## src/rtl/fft_agu_sched.sv

```systemverilog
// rtl/fft_agu_sched.sv - stage sequencer and address generator for the in-place radix-2 DIT FFT core
module fft_agu_sched #(
    parameter int LOG2N       = 5,
    parameter int PIPE_LAT    = 3,
    parameter int HAZARD_WAIT = 1
) (
    input  logic                       clk,
    input  logic                       reset,
    input  logic                       start,
    input  logic                       mode,
    input  logic                       en,
    output logic                       busy,
    output logic                       rd_valid,
    output logic [LOG2N-1:0]           addr_A,
    output logic [LOG2N-1:0]           addr_B,
    output logic [LOG2N-2:0]           addr_Tw,
    output logic [$clog2(LOG2N)-1:0]   stage,
    output logic                       wr_en,
    output logic [LOG2N-1:0]           wr_addr_A,
    output logic [LOG2N-1:0]           wr_addr_B,
    output logic                       done
);

    localparam int SW = $clog2(LOG2N);
    localparam int TW = LOG2N - 1;
    localparam int DW = 4;

    localparam logic [1:0] S_IDLE  = 2'd0;
    localparam logic [1:0] S_RUN   = 2'd1;
    localparam logic [1:0] S_DRAIN = 2'd2;
    localparam logic [1:0] S_DONE  = 2'd3;

    logic [1:0]       state;
    logic             mode_q;
    logic [SW-1:0]    s;
    logic [LOG2N-1:0] j;
    logic [DW-1:0]    dcnt;

    logic [LOG2N-1:0] h;
    logic [LOG2N-1:0] h_mask;
    logic [LOG2N-1:0] fft_a;
    logic [LOG2N-1:0] fft_b;
    logic [TW-1:0]    fft_tw;
    logic [LOG2N-1:0] rev_j;
    logic [SW:0]      s_p1;
    logic [SW:0]      tw_sh;
    logic             j_last;
    logic             s_last;
    logic             d_last;

    logic             vld_sr [PIPE_LAT];
    logic [LOG2N-1:0] a_sr   [PIPE_LAT];
    logic [LOG2N-1:0] b_sr   [PIPE_LAT];

    // Butterfly / copy-pass address arithmetic from the stage and butterfly counters
    always_comb begin
        s_p1   = {1'b0, s} + (SW+1)'(1);
        tw_sh  = (SW+1)'(LOG2N - 1) - {1'b0, s};
        h      = LOG2N'(1) << s;
        h_mask = h - LOG2N'(1);
        fft_a  = ((j >> s) << s_p1) | (j & h_mask);
        fft_b  = fft_a + h;
        fft_tw = TW'(j & h_mask) << tw_sh;
        for (int i = 0; i < LOG2N; i++) begin
            rev_j[i] = j[LOG2N-1-i];
        end
        j_last = mode_q ? (j == '1) : (j == LOG2N'((1 << (LOG2N - 1)) - 1));
        s_last = (s == SW'(LOG2N - 1));
        d_last = (dcnt == DW'(PIPE_LAT - 1));
    end

    // Read-side outputs; addresses are forced to zero outside RUN
    always_comb begin
        rd_valid = (state == S_RUN);
        busy     = (state != S_IDLE);
        done     = (state == S_DONE);
        stage    = s;
        addr_A   = '0;
        addr_B   = '0;
        addr_Tw  = '0;
        if (rd_valid) begin
            addr_A  = mode_q ? j     : fft_a;
            addr_B  = mode_q ? rev_j : fft_b;
            addr_Tw = mode_q ? '0    : fft_tw;
        end
    end

    // Control FSM: walks stages and butterflies, drains the datapath between stages
    always_ff @(posedge clk or negedge reset) begin
        if (!reset) begin
            state  <= S_IDLE;
            mode_q <= 1'b0;
            s      <= '0;
            j      <= '0;
            dcnt   <= '0;
        end else if (en) begin
            case (state)
                S_IDLE: begin
                    if (start) begin
                        state  <= S_RUN;
                        mode_q <= mode;
                        s      <= '0;
                        j      <= '0;
                    end
                end
                S_RUN: begin
                    if (j_last) begin
                        if (mode_q || (HAZARD_WAIT != 0) || s_last) begin
                            state <= S_DRAIN;
                            dcnt  <= '0;
                        end else begin
                            s <= s + SW'(1);
                            j <= '0;
                        end
                    end else begin
                        j <= j + LOG2N'(1);
                    end
                end
                S_DRAIN: begin
                    if (d_last) begin
                        if (!mode_q && !s_last) begin
                            state <= S_RUN;
                            s     <= s + SW'(1);
                            j     <= '0;
                        end else begin
                            state <= S_DONE;
                        end
                    end else begin
                        dcnt <= dcnt + DW'(1);
                    end
                end
                default: begin
                    state <= S_IDLE;
                end
            endcase
        end
    end

    // Write-back delay line matching the datapath latency; frozen while en is low
    always_ff @(posedge clk or negedge reset) begin
        if (!reset) begin
            for (int i = 0; i < PIPE_LAT; i++) begin
                vld_sr[i] <= 1'b0;
                a_sr[i]   <= '0;
                b_sr[i]   <= '0;
            end
        end else if (en) begin
            vld_sr[0] <= rd_valid;
            a_sr[0]   <= addr_A;
            b_sr[0]   <= addr_B;
            for (int i = 1; i < PIPE_LAT; i++) begin
                vld_sr[i] <= vld_sr[i-1];
                a_sr[i]   <= a_sr[i-1];
                b_sr[i]   <= b_sr[i-1];
            end
        end
    end

    assign wr_en     = vld_sr[PIPE_LAT-1];
    assign wr_addr_A = a_sr[PIPE_LAT-1];
    assign wr_addr_B = b_sr[PIPE_LAT-1];

endmodule

```

## config.mk

```make
export PLATFORM = sky130hd
export DESIGN_NAME = fft_agu_sched
export DESIGN_NICKNAME = d
export VERILOG_FILES = /design/src/rtl/fft_agu_sched.sv
export SDC_FILE = /design/constraint.sdc
export NUM_CORES = 1
export LEC_CHECK = 0
export ABC_AREA = 1
export BUFFER_PORTS_ARGS = -buffer_cell sky130_fd_sc_hd__buf_2
export CAP_MARGIN = 10
export CORE_MARGIN = 4
export CORE_UTILIZATION = 29
export CTS_BUF_LIST = sky130_fd_sc_hd__clkbuf_8
export DETAILED_ROUTE_END_ITERATION = 7
export PLACE_DENSITY = 0.48
export SKIP_CTS_REPAIR_TIMING = 1
export SLEW_MARGIN = 40
export SYNTH_ARGS = -nofsm -noshare
export SYNTH_HDL_FRONTEND = slang
export SYNTH_SLANG_ARGS = --single-unit
```

## constraint.sdc

```tcl
create_clock -name clk -period 3.3 [get_ports clk]
set_input_delay 0.66 -clock clk [delete_from_list [all_inputs] [get_ports clk]]
set_output_delay 0.66 -clock clk [all_outputs]
set_load 0.02 [all_outputs]
```

==> After elaboration in Yosys (flattened, before gate mapping) <==
Index checks and enable logic that the tools add are counted.
{ "classes": {"addsub": 7, "eq_ne": 13, "shifts": 4, "muxes": 24, "bitwise": 2, "reduce_logical": 13} }
{ "op_table": {"columns": ["op", "count"], "rows": [
  ["$mux W5", 8],
  ["$mux W4", 4],
  ["$pmux W5 S3", 1],
  ["$ne A2 B2 Y1 const B", 5],
  ["$mux W3", 3],
  ["$mux W2", 4],
  ["$pmux W4 S2", 1],
  ["$reduce_and A4 Y1", 2],
  ["$pmux W2 S3", 1],
  ["$pmux W3 S2", 1],
  ["$reduce_and A6 Y1", 1],
  ["$reduce_bool A2 Y1", 3],
  ["$add A5 B1 Y5 const B", 1],
  ["$add A5 B5 Y5", 1],
  ["$and A5 B5 Y5", 1],
  ["$eq A5 B4 Y1 const B", 1],
  ["$eq A5 B5 Y1 const B", 1],
  ["$or A5 B5 Y5", 1],
  ["$reduce_and A5 Y1", 1],
  ["$shl A1 B3 Y5 const A", 1],
  ["$shl A5 B4 Y5", 1],
  ["$shr A5 B3 Y5", 1],
  ["$sub A5 B1 Y5 const B", 1],
  ["$add A3 B1 Y4 const B", 1],
  ["other kinds (15)", 17]
]} }
{ "totals": {"register_bits": 48, "input_bits": 5, "word_cells": 77} }

==> Depth between registers and ports, before layout <==
{ "depth": {"depth_word": 7, "depth_mapped": 19, "mapped_depth_nobuf": 19} }

==> Least setup slack after synthesis <==
Ideal clock, no wire load.
{ "synth_path": {"kind": "flip-flop to output port", "startpoint": "register s[0] (netlist: stage[0])", "endpoint": "output port addr_B[4]", "t_arrival_ns": 2.643, "required_ns": 2.640, "slack_ns": -0.003, "stages_incl_launch_ff": 16, "n_path_buf": 1, "path_cell_list": "dfrtp_1 > inv_2 > buf_6 > ha_1 > nor2_1 > nand2_1 > nand2_1 > ha_1 > fa_1 > nand3_1 > nand2_1 > xor2_1 > nand3_1 > nand3_2 > nand2_1 > inv_1"} }
{ "synth_via": {"elab_chain_len": 7, "word_cells_on_any_way": 10, "cone_classes": "3 x add/sub; 3 x shift; 2 x mux; 2 x bitwise"} }
{ "synth_lines": {"columns": ["element", "line", "rtl"], "rows": [
  ["start, declared", "35", "logic [SW-1:0] s;"],
  ["start signal, assigned", "112", "s <= s + SW'(1);"],
  ["start signal, assigned", "123", "s <= s + SW'(1);"],
  ["$shl A1 B3 Y5", "59", "h = LOG2N'(1) << s;"],
  ["$sub A5 B1 Y5", "60", "h_mask = h - LOG2N'(1);"],
  ["$and A5 B5 Y5", null, null],
  ["$or A5 B5 Y5", "61", "fft_a = ((j >> s) << s_p1) | (j & h_mask);"],
  ["$add A5 B5 Y5 (*)", "62", "fft_b = fft_a + h;"],
  ["$mux W5 (*)", "83", "addr_B = mode_q ? rev_j : fft_b;"],
  ["$mux W5 (*)", "81", "if (rd_valid) begin"],
  ["end, declared", "15", "output logic [LOG2N-1:0] addr_B,"]
]} }
Mark *: on every way between the ends. The rest lies on a longest branch, timed or not.

==> Final worst setup path <==
Same ends and word-level chain as after synthesis.

==> impl_metrics.json <==
{
  "status": "finished with violations",
  "violations": "setup timing",
  "htree_levels": 2,
  "ys.warnings.count": 0,
  "final-hold-violation-count": 0,
  "wl_per_cell_um": 12.89,
  "start_util_pct": 30.06,
  "yosys_most_used_dff": "dfrtp_1",
  "die_w_um": 109.4,
  "cp_max_fo": 8,
  "finalClockSkew_ns": 0.005326,
  "cts-root-buf": "clkbuf_8",
  "end_kind": "primary output",
  "vias": 2551,
  "synth_common_cells": "122 x nand2_1, 48 x dfrtp_1, 36 x inv_1",
  "ioPinCount": 36,
  "arrival_ns": 2.74,
  "crit_required_ns": 2.64,
  "grt_usage_pct": 12.76,
  "syn2layout_area_growth_pct": 22.76,
  "drive_gt1_share_pct": 30.65,
  "cap_violations": 0,
  "io_buffers": 35,
  "min_path_type": "primary input to asynchronous set/reset pin",
  "antenna-diode-count": 0,
  "ys_types": 33,
  "peakVddDrop_mv": 0.2479,
  "insertion_delay_ns": 0.30,
  "finalSetupViolations": 3,
  "synth_seq_cells": 48,
  "clock-sinks": 48,
  "startpoint_type": "flop",
  "clkTransAtPathRegs_ns": 0.10,
  "routed_wl_um": 7307,
  "syn_area_per_cell_sq_um": 7.658,
  "die-height_um": 109.4,
  "p_leak_nw": 1.913,
  "power_density_nw_per_um2": 855.4,
  "grt_antenna_before_repair": 0,
  "setup_tns_ns": -0.2415,
  "synth_area_leaders": "dfrtp_1 40%, nand2_1 15%, ha_1 5.9%, inv_1 4.5%, nand3_1 4.0%",
  "place_congestion": 0.8866,
  "dr.pass1.iters": 4,
  "multi_input_area_sq_um": 1605,
  "fp.dieArea_sq_um": 11960,
  "grt_max_degree": 41,
  "core_sq_um": 9910,
  "async_flop_share_pct": 100.0,
  "yosysMostFrequentCell": "nand2_1",
  "drc": 0,
  "fillers": 1054,
  "clock_path_buffers": 2,
  "grt_pass1_vias": 2556,
  "max_freq_ghz": 0.2937,
  "cts_buffers": 5,
  "dp.cells": 553,
  "routed_via_density": 4.499,
  "finish.cell_count_without_fillers": 567,
  "slew_headroom_pct": 60.50,
  "grt_pass1_wl_um": 12170,
  "synth-edff-count": 0,
  "seqCellArea_sq_um": 1204,
  "hpwlAfterDp_um": 5350,
  "ant_nets": 0,
  "layout_setup_ws_ns": -0.1048,
  "maxSlewViolCount": 0,
  "rsz0062_at_grt": "yes",
  "worst_slew_pin_slew_ns": 0.5926,
  "reg2reg_depth": 18,
  "finalInstanceArea_sq_um": 3657,
  "fin_crit_sh_pct": 103.2,
  "synth_largest_area_cell": "dfrtp_1",
  "synth_top_cell_area_share_pct": 40.32,
  "ys_seq_area_share_pct": 40.32,
  "tritoncts": "done",
  "synth_area_sq_um": 2979,
  "rr_endpoint": "b_sr[14]",
  "nets": 453,
  "utilization_pct": 36.91,
  "synth_cells": 389,
  "placed_area_sq_um": 3298,
  "reg2reg_from": "stage[0]",
  "drtIter0Drc": 108,
  "rows": 36,
  "r2r_setup_slack_ns": 0.75,
  "worstSetupPathType": "flop to primary output",
  "min_period_ns": 3.405,
  "overflow": 0,
  "syn-num-nets": 409
}
==> metal layers <==
layer	GRT usage (%)	up-vias	routed length, um
met5	0	-	0
met4	3.117	0	91
met3	1.996	10	272
met2	21.75	46	3498
met1	16.95	1190	3446
li1	-	1305	-
==> cell usage in the layout (no fill, tap or decap), types with 2 or more instances in the layout <==
master / n
nand2_1: 113
dfrtp_1: 46
inv_1: 34
buf_2: 32
nand3_1: 22
nor2_1: 21
o21ai_0: 21
buf_4: 20
nand2_2: 15
a21oi_1: 14
inv_2: 10
o21ai_1: 7
ha_1: 7
nand3_2: 6
ha_4: 6
buf_6: 6
nor2_2: 5
clkbuf_8: 5
nor2_4: 4
nor3_1: 4
nand4_1: 3
o21a_1: 3
a21oi_2: 3
xor2_1: 3
or2_4: 2
nand3_4: 2
nor3_2: 2
o21ai_2: 2
dfrtp_2: 2
==> registers in the layout (all words and copies together), names as in the netlist <==
signal,cells
wr_addr_A,5
mode_q,1
j,5
wr_addr_B,5
wr_en,1
vld_sr,2
stage,3
state,2
b_sr,10
a_sr,10
dcnt,4
==> area by class of cell <==
| cell class | count | area share, % |
|---|---|---|
| multi-input cells | 274 | 43.89 |
| flip-flops and latches | 48 | 32.91 |
| repair buffers | 59 | 10.74 |
| inverters | 45 | 4.755 |
| well taps | 133 | 4.550 |
| clock buffers | 5 | 1.882 |
| clock inverters | 3 | 1.266 |
==> worst max-delay path: stages, from the launching register on <==
cell and delay [ns]:
dfrtp_2 0.46, clkinv_4 0.12, buf_6 0.15, ha_1 0.21, inv_1 0.08, nor3_1 0.05
nor3_1 0.23, inv_1 0.11, nand3_4 0.11, ha_4 0.22, nand3_2 0.08, nand2_2 0.06
xor2_2 0.13, inv_1 0.05, nand2_1 0.07, nand3_2 0.08, nand2_2 0.07, inv_2 0.04
buf_6 0.12
==> worst max-delay path by stage <==
stage | from | end | slack [ns] | cells past startpoint
6_report | stage[0] | addr_B[4] | -0.10 | 18
5_1_grt | stage[0] | addr_B[4] | -0.24 | 19
4_1_cts | stage[0] | addr_B[4] | -0.40 | 16
3_5_place_dp | stage[0] | addr_B[4] | -0.02 | 16
3_3_place_gp | stage[0] | addr_B[4] | 0.02 | 16
2_1_floorplan | stage[2] | addr_B[4] | 0.05 | 16
==> per-stage QoR <==
step / total power, mW / hold slack [ns] / setup WS, ns
after CTS: 2.912 / 0.3625 / -0.3981
after global placement: 2.435 / 0.4495 / 0.01619
final: 3.128 / 0.3526 / -0.1048
after detailed placement: 2.450 / 0.4532 / -0.02487
after floorplan: 2.047 / 0.3644 / 0.04827
after global routing: 3.402 / 0.3784 / -0.2439
==> where the power goes <==
part | switching [mW] | internal [mW] | leakage, nW
clock network | 0.220 | 0.229 | 0.0548
logic | 1.04 | 0.697 | 1.22
registers | 0.153 | 0.792 | 0.641
==> cells by family after synthesis <==
family / count (synthesis) / synth area share [%]
xor gates and xnor gates: 4 / 1.176
buffers and inverters: 67 / 11.00
AOI/OAI and AO/OA: 54 / 10.29
DFF: 48 / 40.32
and+or+nand+nor: 201 / 30.66
adders and majority gates: 15 / 6.552
Power figures use the tool's default switching activity.
